===== src/rtl/uart_pkg.sv =====
// Shared types and constants for the UART echo block.
// Optional even-parity framing is enabled by defining UART_ECHO_PARITY_EN.
package uart_pkg;

    localparam logic IDLE_LEVEL  = 1'b1;
    localparam logic START_LEVEL = 1'b0;

`ifdef UART_ECHO_PARITY_EN
    typedef enum logic [2:0] {
        RX_IDLE, RX_START, RX_DATA, RX_PARITY, RX_STOP
    } rx_state_t;

    typedef enum logic [2:0] {
        TX_IDLE, TX_START, TX_DATA, TX_PARITY, TX_STOP
    } tx_state_t;
`else
    typedef enum logic [2:0] {
        RX_IDLE, RX_START, RX_DATA, RX_STOP
    } rx_state_t;

    typedef enum logic [2:0] {
        TX_IDLE, TX_START, TX_DATA, TX_STOP
    } tx_state_t;
`endif

    function automatic int clks_per_bit(input int clk_hz, input int baud);
        return clk_hz / baud;
    endfunction

endpackage


===== src/rtl/uart_sync_fifo.sv =====
// Synchronous FIFO with registered read data (not first-word-fall-through)
// and a registered occupancy count.
module uart_sync_fifo
    import uart_pkg::*;
#(
    parameter int WIDTH = 8,
    parameter int DEPTH = 16
) (
    input  logic                           clk,
    input  logic                           rst,
    input  logic                           push,
    input  logic [WIDTH-1:0]               wr_data,
    input  logic                           pop,
    output logic [WIDTH-1:0]               rd_data,
    output logic                           full,
    output logic                           empty,
    output logic [$clog2(DEPTH+1)-1:0]     level
);

    localparam int AW = $clog2(DEPTH);
    localparam int LW = $clog2(DEPTH+1);

    logic [WIDTH-1:0] mem [DEPTH];
    logic [AW-1:0]    wr_ptr;
    logic [AW-1:0]    rd_ptr;
    logic             do_push;
    logic             do_pop;

    assign full    = (level == LW'(DEPTH));
    assign empty   = (level == '0);
    assign do_pop  = pop && !empty;
    // A full FIFO still accepts a push when the same edge frees a slot.
    assign do_push = push && (!full || do_pop);

    // NOTE: storage has no reset; only pointers and level define validity.
    always_ff @(posedge clk) begin
        if (do_push)
            mem[wr_ptr] <= wr_data;
    end

    // NOTE: non-blocking assignments keep every register updating from pre-edge values.
    always_ff @(posedge clk) begin
        if (rst) begin
            wr_ptr  <= '0;
            rd_ptr  <= '0;
            level   <= '0;
            rd_data <= '0;
        end else begin
            if (do_push)
                wr_ptr <= wr_ptr + AW'(1);
            if (do_pop) begin
                rd_data <= mem[rd_ptr];
                rd_ptr  <= rd_ptr + AW'(1);
            end
            case ({do_push, do_pop})
                2'b10:   level <= level + LW'(1);
                2'b01:   level <= level - LW'(1);
                default: level <= level;
            endcase
        end
    end

endmodule


===== src/rtl/uart_echo_fifo.sv =====
// UART loopback: receiver -> FIFO -> transmitter, gated by echo_en.
// Define UART_ECHO_PARITY_EN for even-parity framing in both directions.
module uart_echo_fifo
    import uart_pkg::*;
#(
    parameter int CLK_HZ     = 100_000_000,
    parameter int BAUD       = 115200,
    parameter int DATA_BITS  = 8,
    parameter int FIFO_DEPTH = 16
) (
    input  logic                                clk,
    input  logic                                rst,
    input  logic                                rx,
    output logic                                tx,
    input  logic                                echo_en,
    output logic                                rx_strobe,
    output logic                                frame_err,
    output logic                                ovf_err,
    output logic                                err,
    output logic [$clog2(FIFO_DEPTH+1)-1:0]     fifo_level
);

    localparam int CPB = clks_per_bit(CLK_HZ, BAUD);
    localparam int CW  = $clog2(CPB);
    localparam int BW  = $clog2(DATA_BITS);

    localparam logic [CW-1:0] BIT_LAST  = CW'(CPB - 1);
    localparam logic [CW-1:0] HALF_LAST = CW'(CPB / 2 - 1);
    localparam logic [BW-1:0] DATA_LAST = BW'(DATA_BITS - 1);

    logic rx_meta, rx_sync, rx_prev;

    always_ff @(posedge clk) begin
        if (rst) begin
            rx_meta <= IDLE_LEVEL;
            rx_sync <= IDLE_LEVEL;
            rx_prev <= IDLE_LEVEL;
        end else begin
            rx_meta <= rx;
            rx_sync <= rx_meta;
            rx_prev <= rx_sync;
        end
    end

    rx_state_t            rx_state;
    logic [CW-1:0]        rx_cnt;
    logic [BW-1:0]        rx_idx;
    logic [DATA_BITS-1:0] rx_data;
    logic                 rx_bad;
    logic                 fifo_full;
    logic                 fifo_empty;
    logic [DATA_BITS-1:0] fifo_q;
    logic                 tx_pop;

`ifdef UART_ECHO_PARITY_EN
    logic rx_par;
    // Even parity: data bits plus parity bit must XOR to zero.
    assign rx_bad = (rx_sync == START_LEVEL) || (^{rx_data, rx_par});
`else
    assign rx_bad = (rx_sync == START_LEVEL);
`endif

    always_ff @(posedge clk) begin
        if (rst) begin
            rx_state  <= RX_IDLE;
            rx_cnt    <= '0;
            rx_idx    <= '0;
            rx_data   <= '0;
            rx_strobe <= 1'b0;
            frame_err <= 1'b0;
            ovf_err   <= 1'b0;
            err       <= 1'b0;
`ifdef UART_ECHO_PARITY_EN
            rx_par    <= 1'b0;
`endif
        end else begin
            rx_strobe <= 1'b0;
            frame_err <= 1'b0;
            ovf_err   <= 1'b0;
            case (rx_state)
                RX_IDLE: begin
                    if (rx_prev == IDLE_LEVEL && rx_sync == START_LEVEL) begin
                        rx_cnt   <= HALF_LAST;
                        rx_state <= RX_START;
                    end
                end
                RX_START: begin
                    if (rx_cnt != '0)
                        rx_cnt <= rx_cnt - CW'(1);
                    else if (rx_sync != START_LEVEL)
                        rx_state <= RX_IDLE;
                    else begin
                        rx_cnt   <= BIT_LAST;
                        rx_idx   <= '0;
                        rx_state <= RX_DATA;
                    end
                end
                RX_DATA: begin
                    if (rx_cnt != '0)
                        rx_cnt <= rx_cnt - CW'(1);
                    else begin
                        rx_data <= {rx_sync, rx_data[DATA_BITS-1:1]};
                        rx_cnt  <= BIT_LAST;
                        if (rx_idx == DATA_LAST)
`ifdef UART_ECHO_PARITY_EN
                            rx_state <= RX_PARITY;
`else
                            rx_state <= RX_STOP;
`endif
                        else
                            rx_idx <= rx_idx + BW'(1);
                    end
                end
`ifdef UART_ECHO_PARITY_EN
                RX_PARITY: begin
                    if (rx_cnt != '0)
                        rx_cnt <= rx_cnt - CW'(1);
                    else begin
                        rx_par   <= rx_sync;
                        rx_cnt   <= BIT_LAST;
                        rx_state <= RX_STOP;
                    end
                end
`endif
                RX_STOP: begin
                    if (rx_cnt != '0)
                        rx_cnt <= rx_cnt - CW'(1);
                    else begin
                        // Return at once so a start edge right after mid-stop is caught.
                        rx_state <= RX_IDLE;
                        if (rx_bad) begin
                            frame_err <= 1'b1;
                            err       <= 1'b1;
                        end else if (fifo_full) begin
                            ovf_err <= 1'b1;
                            err     <= 1'b1;
                        end else
                            rx_strobe <= 1'b1;
                    end
                end
                default: rx_state <= RX_IDLE;
            endcase
        end
    end

    uart_sync_fifo #(
        .WIDTH (DATA_BITS),
        .DEPTH (FIFO_DEPTH)
    ) u_fifo (
        .clk     (clk),
        .rst     (rst),
        .push    (rx_strobe),
        .wr_data (rx_data),
        .pop     (tx_pop),
        .rd_data (fifo_q),
        .full    (fifo_full),
        .empty   (fifo_empty),
        .level   (fifo_level)
    );

    tx_state_t            tx_state;
    logic [CW-1:0]        tx_cnt;
    logic [BW-1:0]        tx_idx;
    logic [DATA_BITS-1:0] tx_shift;
`ifdef UART_ECHO_PARITY_EN
    logic                 tx_par;
`endif

    // Popping at the end of STOP chains characters with no idle gap.
    assign tx_pop = echo_en && !fifo_empty &&
                    (tx_state == TX_IDLE || (tx_state == TX_STOP && tx_cnt == '0));

    always_ff @(posedge clk) begin
        if (rst) begin
            tx_state <= TX_IDLE;
            tx       <= IDLE_LEVEL;
            tx_cnt   <= '0;
            tx_idx   <= '0;
            tx_shift <= '0;
`ifdef UART_ECHO_PARITY_EN
            tx_par   <= 1'b0;
`endif
        end else begin
            case (tx_state)
                TX_IDLE: begin
                    if (tx_pop) begin
                        tx       <= START_LEVEL;
                        tx_cnt   <= BIT_LAST;
                        tx_state <= TX_START;
                    end
                end
                TX_START: begin
                    if (tx_cnt != '0)
                        tx_cnt <= tx_cnt - CW'(1);
                    else begin
                        // Registered FIFO data is stable by now, a full bit after the pop.
                        tx       <= fifo_q[0];
                        tx_shift <= fifo_q >> 1;
`ifdef UART_ECHO_PARITY_EN
                        tx_par   <= ^fifo_q;
`endif
                        tx_idx   <= '0;
                        tx_cnt   <= BIT_LAST;
                        tx_state <= TX_DATA;
                    end
                end
                TX_DATA: begin
                    if (tx_cnt != '0)
                        tx_cnt <= tx_cnt - CW'(1);
                    else begin
                        tx_cnt <= BIT_LAST;
                        if (tx_idx == DATA_LAST) begin
`ifdef UART_ECHO_PARITY_EN
                            tx       <= tx_par;
                            tx_state <= TX_PARITY;
`else
                            tx       <= IDLE_LEVEL;
                            tx_state <= TX_STOP;
`endif
                        end else begin
                            tx       <= tx_shift[0];
                            tx_shift <= tx_shift >> 1;
                            tx_idx   <= tx_idx + BW'(1);
                        end
                    end
                end
`ifdef UART_ECHO_PARITY_EN
                TX_PARITY: begin
                    if (tx_cnt != '0)
                        tx_cnt <= tx_cnt - CW'(1);
                    else begin
                        tx       <= IDLE_LEVEL;
                        tx_cnt   <= BIT_LAST;
                        tx_state <= TX_STOP;
                    end
                end
`endif
                TX_STOP: begin
                    if (tx_cnt != '0)
                        tx_cnt <= tx_cnt - CW'(1);
                    else if (tx_pop) begin
                        tx       <= START_LEVEL;
                        tx_cnt   <= BIT_LAST;
                        tx_state <= TX_START;
                    end else
                        tx_state <= TX_IDLE;
                end
                default: begin
                    tx       <= IDLE_LEVEL;
                    tx_state <= TX_IDLE;
                end
            endcase
        end
    end

endmodule

===== config.mk =====
export PLATFORM = sky130hd
export DESIGN_NAME = uart_echo_fifo
export DESIGN_NICKNAME = d
export VERILOG_FILES = /design/src/rtl/uart_pkg.sv /design/src/rtl/uart_sync_fifo.sv /design/src/rtl/uart_echo_fifo.sv
export SDC_FILE = /design/constraint.sdc
export NUM_CORES = 1
export LEC_CHECK = 0
export ABC_AREA = 1
export BUFFER_PORTS_ARGS = -buffer_cell sky130_fd_sc_hd__buf_2
export CORE_MARGIN = 5
export CORE_UTILIZATION = 67
export CTS_CLUSTER_SIZE = 12
export DETAILED_ROUTE_END_ITERATION = 10
export GPL_TIMING_DRIVEN = 0
export PLACE_DENSITY = 0.84
export SYNTH_ARGS = -nofsm -noshare
export SYNTH_HDL_FRONTEND = slang
export SYNTH_SLANG_ARGS = --single-unit

===== constraint.sdc =====
create_clock -name clk -period 5.3 [get_ports clk]
set_input_delay 0.53 -clock clk [delete_from_list [all_inputs] [get_ports clk]]
set_output_delay 0.53 -clock clk [all_outputs]
set_load 0.02 [all_outputs]

Word-level counts from Yosys, hierarchy flattened

Memory sizes are Yosys's and may differ from the RTL's. A register that Yosys moved wholly into a read port is not among the register bits.
Cells that the tools add are included.

Bits in registers: 69
Memory bits (writable): 128
Bits of input ports: 4
Output and inout port bits: 10
Word-level logic and storage cells: 141
Memories kept: 1

Memory list:

| name       | words | bits a word | rd ports | clocked after memory_dff | wr ports | RTL line             | RTL |
|---|---|---|---|---|---|---|---|
| u_fifo.mem | 16    | 8           | 1        | 1                        | 1        | uart_sync_fifo.sv:23 | `logic [WIDTH-1:0] mem [DEPTH];` |

Add/subtract/negate cells: 8
Eq/ne operators: 27
Multiplexer cells: 51
Bitwise gates (word level): 3
Reduce and logical (&&, ||, !) cells: 32

Operator list:

| cell                                                 | number |
|---|---|
| two-way mux 10 bit                                   | 8 |
| two-way mux 3 bit                                    | 17 |
| case mux 10 bit (4 select lines)                     | 1 |
| case mux 10 bit (3 select lines)                     | 1 |
| != test 2 bit (second input constant)                | 13 |
| two-way mux 8 bit                                    | 3 |
| case mux 3 bit (4 select lines)                      | 2 |
| nonzero test 10 bit                                  | 2 |
| subtractor 10 x 1 -> 10 bit (second input constant)  | 2 |
| case mux 8 bit (2 select lines)                      | 1 |
| AND reduction 5 bit                                  | 3 |
| two-way mux 1 bit                                    | 13 |
| equality test 3 x 2 -> 1 bit (second input constant) | 4 |
| case mux 3 bit (2 select lines)                      | 2 |
| zero test 10 bit                                     | 1 |
| case mux 5 bit (2 select lines)                      | 1 |
| adder 4 x 1 -> 4 bit (second input constant)         | 2 |
| AND reduction 4 bit                                  | 2 |
| adder 3 x 1 -> 3 bit (second input constant)         | 2 |
| equality test 3 x 1 -> 1 bit (second input constant) | 2 |
| equality test 3 bit (second input constant)          | 2 |
| logical AND 1 bit                                    | 6 |
| zero test 3 bit                                      | 2 |
| AND reduction 3 bit                                  | 2 |
| 20 further kinds                                     | 27 |

Longest topological paths before layout

Gate-level depths: netlist of the first run.

Depth after elaboration: 9
Mapped depth: 19

By module

A second synthesis of the first run with hierarchy kept.

Cell total of the unflattened synthesis: 1100
Area, all modules: 9610.5 µm²

By module, submodules not included:

| module         | times used | cells each | area an instance (µm²) | seq. area each (µm²) |
|---|---|---|---|---|
| uart_sync_fifo | 1          | 659        | 6551.3                 | 4264.1 |
| uart_echo_fifo | 1          | 441        | 3059.2                 | 1061.0 |

Worst setup path after synthesis of the first run

Ideal clock, no wire load.

Path kind: flip-flop to flip-flop
From: register tx_cnt[0]
To: register u_fifo.level[4]
Library setup time: 0.115 ns
Data arrival time: 2.098 ns
Required time: 5.185 ns
Path slack: 3.087 ns
Cell stages (with the launch flop): 20
Path buffers: 0
Path through: dfxtp_1 inv_1 ha_1 inv_1 nor3_2 nand3_2 nand2_1 nand2_2 inv_2 nand2_1 inv_1 fa_1 nand2_1 nand2_1 a21oi_1 nand2_1 nand2_1 nand3_1 nand2_1 nor2_1

Longest elaborated chain between the ends: 9
Elaborated cells between the ends (all ways): 11

RTL lines:

| item                                                                         | RTL line              | RTL |
|---|---|---|
| from (decl)                                                                  | uart_echo_fifo.sv:162 | `logic [CW-1:0] tx_cnt;` |
| from (signal assigned)                                                       | uart_echo_fifo.sv:194 | `tx_cnt <= tx_cnt - CW'(1);` |
| from (signal assigned)                                                       | uart_echo_fifo.sv:209 | `tx_cnt <= tx_cnt - CW'(1);` |
| from (signal assigned)                                                       | uart_echo_fifo.sv:240 | `tx_cnt <= tx_cnt - CW'(1);` |
| zero test 10 bit (*)                                                         | uart_echo_fifo.sv:171 | `(tx_state == TX_IDLE \|\| (tx_state == TX_STOP && tx_cnt == '0));` |
| logical AND 1 bit (*)                                                        | uart_echo_fifo.sv:171 |  |
| logical OR 1 bit (*)                                                         | uart_echo_fifo.sv:171 |  |
| logical AND 1 bit (*)                                                        | uart_echo_fifo.sv:170 | `assign tx_pop = echo_en && !fifo_empty &&` |
| logical AND 1 bit (*)                                                        | uart_sync_fifo.sv:31  | `assign do_pop = pop && !empty;` |
| logical OR 1 bit                                                             | uart_sync_fifo.sv:33  | `assign do_push = push && (!full \|\| do_pop);` |
| logical AND 1 bit                                                            | uart_sync_fifo.sv:33  |  |
| equality test 2 x 1 -> 1 bit / equality test 2 bit (equally long branches)   | uart_sync_fifo.sv:55  | `case ({do_push, do_pop})` |
| case mux 5 bit (2 select lines) / nonzero test 2 bit (equally long branches) | -                     |  |
| to (signal assigned)                                                         | uart_sync_fifo.sv:56  | `2'b10: level <= level + LW'(1);` |
| to (signal assigned)                                                         | uart_sync_fifo.sv:57  | `2'b01: level <= level - LW'(1);` |
| to (signal assigned)                                                         | uart_sync_fifo.sv:58  | `default: level <= level;` |
| to (decl)                                                                    | uart_sync_fifo.sv:17  | `output logic [$clog2(DEPTH+1)-1:0] level` |

Every way passes the cells marked *; elsewhere a longest branch is shown, timed or not.
A chain may end at the register's enable or synchronous reset.

Worst setup path in the final report of the first run

From: register tx_cnt[0]
To: memory u_fifo.mem[3][1], enable pin

Longest elaborated chain between the ends: 9

RTL lines:

| item                                    | RTL line              | RTL |
|---|---|---|
| zero test 10 bit                        | uart_echo_fifo.sv:171 |  |
| logical AND 1 bit                       | uart_echo_fifo.sv:171 |  |
| logical OR 1 bit                        | uart_echo_fifo.sv:171 |  |
| logical AND 1 bit                       | uart_echo_fifo.sv:170 |  |
| logical AND 1 bit                       | uart_sync_fifo.sv:31  |  |
| logical OR 1 bit                        | uart_sync_fifo.sv:33  |  |
| logical AND 1 bit                       | uart_sync_fifo.sv:33  |  |
| two-way mux 1 bit                       | uart_sync_fifo.sv:37  | `if (do_push)` |
| two-way mux 1 bit (implied by the code) | uart_sync_fifo.sv:38  | `mem[wr_ptr] <= wr_data;` |
| to (decl)                               | uart_sync_fifo.sv:23  |  |

Every way passes these cells.

==> results of run 1 <==
## logic make-up (layout without fill, tap and decap cells)
kind of cell,after synthesis,in the layout,share of synthesized area
simple gates,343,343,0.160
compound gates,235,235,0.144
buf+inv,117,168,0.0558
flops,202,202,0.589
xor+xnor,13,13,0.0126
fa+ha+maj,27,27,0.0382
## layout make-up
class / instances / area [sq um] / area share
sequential: 202 / 5330 / 0.536
multi-input combinational: 618 / 3210 / 0.324
clock buffer: 34 / 584 / 0.0588
inverter: 77 / 289 / 0.0291
tap: 176 / 220 / 0.0222
buffer: 40 / 215 / 0.0217
timing repair buffer: 13 / 65.1 / 0.00655
clock inverter: 4 / 22.5 / 0.00227
## registers in the layout (all words and copies together), names as in the netlist, 3 cells and up
signal / cells
tx_shift: 7
u_fifo.mem: 128
rx_cnt: 10
tx_cnt: 10
u_fifo.rd_data: 8
tx_idx: 3
u_fifo.level: 5
rx_data: 8
u_fifo.rd_ptr: 4
u_fifo.wr_ptr: 4
rx_idx: 3
## through the flow
stage | worst slack (ps) | cell area, sq um
floorplan | 3090 | 9040
global placement | 2670 | 9330
detailed placement | 2540 | 9330
CTS | 2540 | 9940
global route | 2380 | 9940
finish | 2580 | 9940
## cells in the final DEF, fill, tap and decap left out, types with 4 or more instances in the layout
master / synthesis / layout
sky130_fd_sc_hd__buf_2: 7 / 20
sky130_fd_sc_hd__o21ai_0: 127 / 127
sky130_fd_sc_hd__o21ai_1: 7 / 7
sky130_fd_sc_hd__dfxtp_1: 74 / 74
sky130_fd_sc_hd__xor2_1: 9 / 9
sky130_fd_sc_hd__edfxtp_1: 128 / 128
sky130_fd_sc_hd__nor2_1: 173 / 173
sky130_fd_sc_hd__clkbuf_1: 21 / 33
sky130_fd_sc_hd__o211ai_1: 34 / 34
sky130_fd_sc_hd__nor3_1: 6 / 6
sky130_fd_sc_hd__nand2_1: 104 / 104
sky130_fd_sc_hd__nand4_1: 7 / 7
sky130_fd_sc_hd__nand3_1: 31 / 31
sky130_fd_sc_hd__inv_1: 69 / 69
sky130_fd_sc_hd__inv_2: 6 / 6
sky130_fd_sc_hd__a21oi_1: 43 / 43
sky130_fd_sc_hd__xnor2_1: 4 / 4
sky130_fd_sc_hd__clkbuf_16: 0 / 21
sky130_fd_sc_hd__nand2_2: 5 / 5
sky130_fd_sc_hd__a31oi_1: 17 / 17
sky130_fd_sc_hd__buf_4: 9 / 9
sky130_fd_sc_hd__ha_1: 26 / 26
## power by group through the flow
stage | Combinational [mW] | Sequential [mW] | Clock, mW
floorplan | 1.28 | 1.95 | 0
global placement | 1.68 | 1.95 | 0
detailed placement | 1.74 | 1.95 | 0
CTS | 1.76 | 1.92 | 1.34
global route | 1.97 | 1.95 | 1.41
finish | 1.78 | 1.93 | 1.33
## routing by layer
layer,GRT usage,part of all wire,vias to the layer above
li1,-,-,3298
met3,0.0419,0.091,51
met1,0.381,0.40,3344
met4,0.105,0.032,0
met2,0.455,0.48,336
met5,0,0,-
## synth_stat cells (2+ instances only)
library cell               instances  area (sq um)
sky130_fd_sc_hd__o211a_1           2          20.0
sky130_fd_sc_hd__nor2_4            2          22.5
sky130_fd_sc_hd__nand3_1          31           155
sky130_fd_sc_hd__ha_1             26           325
sky130_fd_sc_hd__a31oi_1          17           106
sky130_fd_sc_hd__inv_2             6          22.5
sky130_fd_sc_hd__nor2_2            3          18.8
sky130_fd_sc_hd__nor2_1          173           649
sky130_fd_sc_hd__clkinv_1          2          7.51
sky130_fd_sc_hd__buf_6             3          33.8
sky130_fd_sc_hd__xnor2_1           4          35.0
sky130_fd_sc_hd__nor3_1            6          30.0
sky130_fd_sc_hd__buf_2             7          35.0
sky130_fd_sc_hd__edfxtp_1        128          3840
sky130_fd_sc_hd__o21ai_0         127           636
sky130_fd_sc_hd__nand3_2           3          30.0
sky130_fd_sc_hd__nand2_1         104           390
sky130_fd_sc_hd__xor2_1            9          78.8
sky130_fd_sc_hd__dfxtp_1          74          1480
sky130_fd_sc_hd__o21ai_1           7          35.0
sky130_fd_sc_hd__a211oi_1          2          15.0
sky130_fd_sc_hd__o211ai_1         34           255
sky130_fd_sc_hd__nand4_1           7          43.8
sky130_fd_sc_hd__or2_2             3          18.8
sky130_fd_sc_hd__inv_1            69           259
sky130_fd_sc_hd__nand2_2           5          31.3
sky130_fd_sc_hd__clkbuf_1         21          78.8
sky130_fd_sc_hd__o21ai_2           2          17.5
sky130_fd_sc_hd__a21oi_1          43           215
sky130_fd_sc_hd__buf_4             9          67.6
## how the worst min path moves through the flow
stage	from	to	slack (ps)	cells past startpoint
5_1_grt	rx	rx_meta	220	2
6_report	rx	rx_meta	220	2
3_5_place_dp	rx_meta	rx_sync	420	1
3_3_place_gp	rx_meta	rx_sync	390	1
2_1_floorplan	rx_meta	rx_sync	390	1
4_1_cts	rx	rx_meta	200	2
## critical path: stages, from the launching register on
cell and delay (ps):
sky130_fd_sc_hd__dfxtp_1 310, sky130_fd_sc_hd__inv_1 110, sky130_fd_sc_hd__ha_1 210, sky130_fd_sc_hd__inv_1 80
sky130_fd_sc_hd__nor3_2 160, sky130_fd_sc_hd__nand3_2 120, sky130_fd_sc_hd__nand2_1 80, sky130_fd_sc_hd__nand2_2 110
sky130_fd_sc_hd__nand2_1 100, sky130_fd_sc_hd__nand2_2 130, sky130_fd_sc_hd__inv_2 130, sky130_fd_sc_hd__nand2_1 130
sky130_fd_sc_hd__nor2_1 680
==> results.txt, run 1 <==
- Main flop type after synthesis: sky130_fd_sc_hd__edfxtp_1
- TritonCTS built the clock tree.
- Entering global routing, the biggest net connects 19 pins.
* Measured slew at the worst slew-check pin: 889 ps
- End of the worst register-to-register path: u_fifo.mem[3][1]
- Final slew viol count: 0
* Final worst clock skew: 18.0 ps
* Die area: 15900 sq um
- Number of CTS-inserted buffers: 21
- The design draws 5.04 mW.
- The synthesized design contains 128 enable-type register cells.
- NetSw: 1.90 mW
- Average size of a mapped cell: 9.65 sq um
- In this run the tightest slew margin relative to its limit is 0.406.
- In this run the worst setup path begins at tx_cnt[0].
- Area added between synthesis and finish: 9.86%
* Synth async-reset ratio: 0
- Counting I/O delays and the setup requirement, the final critical path takes 2720 ps.
* Int Power: 3.14 mW
* Warning count from the yosys run: 0
* Tot GR Track Use: 0.279
* Vias in the first global route: 6872
- Once layout is complete, the utilization of the core stands at 0.750.
* Reg-to-reg slack, setup: 2580 ps
* Wire length per cell after detailed routing: 19.0 microns
- Sequential cell fraction of total power: 0.382
- WHS: 216 ps
- # port buffers: 13
- CTS hold repair buffers: 0
- I/O Pins: 14
* Crit Path Class: register to register
* Clk slew on worst S/H paths: 60 ps
* Count of standard-cell rows: 42
- The startpoint identified for the worst register-to-register timing path is tx_cnt[0].
- Count of non-filler cells in the finished layout: 1164
- In the routed layout, each cell is associated on average with a via count of 6.04.
- Portion of total power attributed to the clock network: 0.264
* Starting DRC count in detailed routing: 1022
* Largest buffer count on any clock path: 3
- Ant diodes: 0
* Pwr Density: 508 nW/um^2
* Congestion Overflow GR: 0
* Top fanout value on the critical path: 8
- Worst endpoint data arrival time: 2840 ps
* Sort of element at the end of the critical path: register
- Number of nets with antenna violations after detailed routing: 0
- Cells resized by post-CTS repair: 0
* Via count: 7029
- Measured along the x axis, the die boundary spans 126 microns.
- Total DRC errors in the routed layout: 0
- Hold violation count in the final report: 0
- Path category of the worst min-delay check: input port to register
- Before antenna repair, the detailed router went through 6 iterations.
- IR drop worst, VDD: 0.000281 V
- Final #Nets: 1004
* Number of levels in the clock H-tree: 1
* First-pass GRT wire length: 35300 microns
- Number of maximum-capacitance constraint violations: 0
- Setup violations remaining at the end of the flow were counted as 0.
* Number of antenna violations at the first check in global routing: 0
- Clock root buffer: sky130_fd_sc_hd__clkbuf_16
- Initial Util: 0.683
- The share of total power dissipated in combinational logic is 0.354.
* Sequential fraction of the synthesis area: 0.589
- STA classifies the critical path startpoint as a register.
- Gp weighted congestion: 0.934
- The final layout contains routed wiring with a total length of 22100 microns.
* Syn nets: 968
- Proportion of layout cells with a drive suffix above 1: 0.0860
* Final critical-path share of the clock period: 0.513
- Synthesis inferred 202 register bits.
* Timing-limited maximum frequency: 368 MHz
- Status: finished, final reports clean
* Skew-Pair Late Insertion Delay: 510 ps
- Number of instances in the synthesized netlist: 937
- The number of placed instances, taps included, is 1126.
* Die Span Y: 126 microns
- Leakage Power: 3.60 nW
- Clock sink total: 202
* Core area: 13200 sq um
- CP required: 5420 ps
- For the worst flop-to-flop path, the logic depth is 12.
* Distinct cell type count after synthesis: 38
- Buffers added to address setup during post-CTS repair amount to 0.
- Post-DP HPWL: 14700 microns
- After filler insertion, the fill cell instance count of the layout stands at 939.
- Mapped Area: 9040 sq um
- Total negative setup slack: 0 ps
* Capture point of the critical path: u_fifo.mem[3][1]
- Unrepaired setup endpoints after global routing: false
- Of the total power, the share spent switching nets is 0.377.
No activity file was read; power rests on OpenSTA's default activity.
==> run 2: changes to the inputs <==
--- a/config.mk
+++ b/config.mk
@@ -8,11 +8,11 @@
 export ABC_AREA = 1
 export BUFFER_PORTS_ARGS = -buffer_cell sky130_fd_sc_hd__buf_2
 export CORE_MARGIN = 5
-export CORE_UTILIZATION = 67
+export CORE_UTILIZATION = 57
 export CTS_CLUSTER_SIZE = 12
 export DETAILED_ROUTE_END_ITERATION = 10
 export GPL_TIMING_DRIVEN = 0
-export PLACE_DENSITY = 0.84
+export PLACE_DENSITY = 0.76
 export SYNTH_ARGS = -nofsm -noshare
 export SYNTH_HDL_FRONTEND = slang
 export SYNTH_SLANG_ARGS = --single-unit
==> constraint.sdc (replaced) <==
create_clock -name clk -period 2.3 [get_ports clk]
set_input_delay 0.23 -clock clk [delete_from_list [all_inputs] [get_ports clk]]
set_output_delay 0.23 -clock clk [all_outputs]
set_load 0.02 [all_outputs]
==> results.txt, run 2 (synthesis results as in run 1) <==
* Proportion of layout cells with a drive suffix above 1: 0.148 (+0.0615)
- Dominant delay contributor by cell family on the critical path: simple AND/OR/NAND/NOR gates
- Placed Instance Area: 9380 sq um (+0.54%)
- Total routed wirelength: 21900 microns (-0.98%)
- The count of antenna-violating nets left after detailed routing is 0 (unchanged).
- Mean number of vias per cell: 5.75 (-4.7%)
- Most common cell after layout, fill and taps aside: sky130_fd_sc_hd__nor2_1
* Category of the worst setup path launch point: register
* Count of non-filler cells in the finished layout: 1226 (+5.3%)
- The worst setup path is captured at a register.
- Relative slew margins: 0.450 (+0.0436)
* Largest net degree at the start of global routing: 19 (unchanged)
* First-pass GRT wire length: 34500 microns (-2.2%)
- The internal power was 7.63 mW (+140%).
* Number of CTS-inserted buffers: 22 (+4.8%)
- Placed cell count: 1166 (+3.6%)
- The fraction of power consumed by the clock network came to 0.270 (+0.006).
- Status: finished, final reports clean
* Number of maximum-capacitance constraint violations: 0 (unchanged)
- Timing-limited maximum frequency: 454 MHz (+24%)
- The worst clock skew on the final layout came to 17.4 ps (-0.549 ps).
- Commonest cells after routing, fill and taps aside: 156 x sky130_fd_sc_hd__nor2_1, 128 x sky130_fd_sc_hd__edfxtp_1, 126 x sky130_fd_sc_hd__o21ai_0, 96 x sky130_fd_sc_hd__nand2_1, 68 x sky130_fd_sc_hd__dfxtp_1
- Number of levels in the clock H-tree: 1 (unchanged)
* Final-layout fill cell count: 1180 (+26%)
* Fin area: 10500 sq um (+5.3%)
- The residual DRC count is 0 (unchanged).
- The clock period minus final worst setup slack is 2200 ps (-519 ps).
- The critical path in this run is classified as register to register.
- The average routed wire per standard cell was 17.8 microns (-6.0%).
* Die area: 18500 sq um (+16%)
- Setup violators final: 0 (unchanged)
- Clock sink total: 202 (unchanged)
* Ant diodes: 0 (unchanged)
- The clock latency of the later-clocked register in the worst-skew pair was 510 ps (about the same).
- The share of the cycle needed by the critical path after routing came to 0.957 (+0.444).
- The number of search-and-repair iterations in the first detailed-routing pass was 5 (-1).
* Area added between synthesis and finish: 15.7%
- Largest buffer count on any clock path: 3 (unchanged)
- The starting density of the core was 0.576 (-0.107).
- Gp weighted congestion: 0.885 (-5.2%)
- The slowest stage of the critical path belongs to the cell sky130_fd_sc_hd__dfxtp_2.
- TritonCTS built the clock tree.
- The share of the core filled with cells in the final layout came to 0.666 (-0.0842).
* Count of standard-cell rows: 46 (+9.5%)
- The area of the core is 15700 sq um (+19%).
* Sw frac: 0.371 (-0.00634)
- Hold violation count in the final report: 0 (unchanged)
* Top fanout value on the critical path: 7 (-1)
- The number of flip-flops under the largest register name was 128 (unchanged).
* Number of antenna violations at the first check in global routing: 0 (unchanged)
- Worst setup timing slack at the placement stage: -425 ps (-2970 ps)
* # port buffers: 13 (unchanged)
- Clk slew on worst S/H paths: 60 ps (about the same)
- Path category of the worst min-delay check: input port to register
- Tot GR Track Use: 0.240 (-0.0390)
- The switching power summed over all nets came to 4.50 mW (+140%).
* IR drop worst, VDD: 0.00106 V (+280%)
- Largest registers: u_fifo.mem (128), rx_cnt (10), tx_cnt (10)
- The slew at the pin closest to its max-slew limit is 824 ps (-65.3 ps).
- The floorplan die width was 136 microns (+7.8%).
* Register with the most flip-flops: u_fifo.mem
- Cell repeated most along the worst path: sky130_fd_sc_hd__nand2_2
- The leakage power figure is 3.81 nW (+5.7%).
- The global-route congestion overflow total is 0 (unchanged).
- Pwr Density: 1160 nW/um^2 (+130%)
- Post-DP HPWL: 14000 microns (-4.5%)
- Worst Setup Slack, final: 99.3 ps (-2480 ps)
- The number of top-level pins was 14 (unchanged).
- The combined buffer and inverter count along the critical path is 4 (+1).
- The die span in y is 136 microns (+7.8%).
* Unrepaired setup endpoints after global routing: true
- The part of the total power dissipated in sequential elements was 0.370 (-0.012).
- Combinational share of power: 0.360 (+0.006)
- The signal on the critical path passes through inv_2 -> ha_4 -> inv_4 -> nor3_4 -> nand3_2 -> nand2_1 -> nand2_2 -> nand2_1 -> nand2_2 -> inv_4 -> nand2_2 -> nor2_4 -> buf_4.
- Worst endpoint data arrival time: 2410 ps (-430 ps)
* Critical Path Max Stage Delay: 320 ps (-360 ps)
* Vias in the first global route: 6588 (-4.1%)
* Starting DRC count in detailed routing: 841 (-18%)
* Final #Nets: 1028 (+2.4%)
- The total via count after detailed routing is 7055 (+0.37%).
* CP required: 2510 ps (-2910 ps)
- Final slew viol count: 0 (unchanged)
- Clock root buffer: sky130_fd_sc_hd__clkbuf_16
* Total negative setup slack: 0 ps (unchanged)
run 2: changes by cell type in the layout (fill, tap and decap cells not counted), sizes merged:
cell	change
buf	+22
clkbuf	-3
clkinv	+2
bufinv	+1
dlygate4sd3	+1
inv	-1
run 2: tightest hold or removal path, delay by kind of cell:
kind	cells	cell delay, ps
buffers and inverters	2	200
AND/OR/NAND/NOR	1	110
run 2: through the flow:
stage                     hold WS, ps  total power, mW
after CTS                        57.2             11.9
after detailed placement          399             8.50
after floorplan                   334             7.47
after global placement            396             8.41
final                            72.6             12.1
after global routing             88.4             12.8
run 2: metal layers:
| metal | track usage | vias to the layer above | part of all wire | routed length, microns |
|---|---|---|---|---|
| met2 | 0.372 | 347 | 0.46 | 10100 |
| met4 | 0.0896 | 0 | 0.032 | 709 |
| li1 | - | 3358 | - | - |
| met1 | 0.335 | 3291 | 0.41 | 8990 |
| met3 | 0.0503 | 59 | 0.096 | 2100 |
| met5 | 0 | - | 0 | 0 |
run 2: final cells by class:
type                    count  area, sq um  share of cell area
inverters                  77          297              0.0283
repair buffers             36          265              0.0253
well taps                 216          270              0.0258
flip-flops and latches    202         5340               0.510
clock inverters             6         55.1             0.00526
clock buffers              31          606              0.0579
plain buffers              40          215              0.0206
multi-input cells         618         3420               0.327
run 2: power by group through the flow:
stage                     Clock [mW]  Sequential (mW)  Combinational [mW]
final                           3.27             4.49                4.37
after global routing            3.45             4.53                4.85
after CTS                       3.31             4.45                4.16
after detailed placement           0             4.50                4.00
after global placement             0             4.50                3.91
after floorplan                    0             4.49                2.98
run 2: final timing paths:
check             slack (ps)  startpoint                 to  cells past startpoint
hold / removal            70         rst            rx_prev                      3
hold reg to reg          410     rx_meta            rx_sync                      1
setup reg to reg         100   tx_cnt[0]  u_fifo.mem[12][1]                     13
setup / recovery         100   tx_cnt[0]  u_fifo.mem[12][1]                     13
run 2: timing repair:
action,4_1_cts,5_1_grt
hold endpoints to repair,1,0
cloned,0,0
endpoints found under the setup margin,131,130
pin swaps,12,10
buffers inserted,19,3
gates resized for setup,49,21
hold buffers,1,0
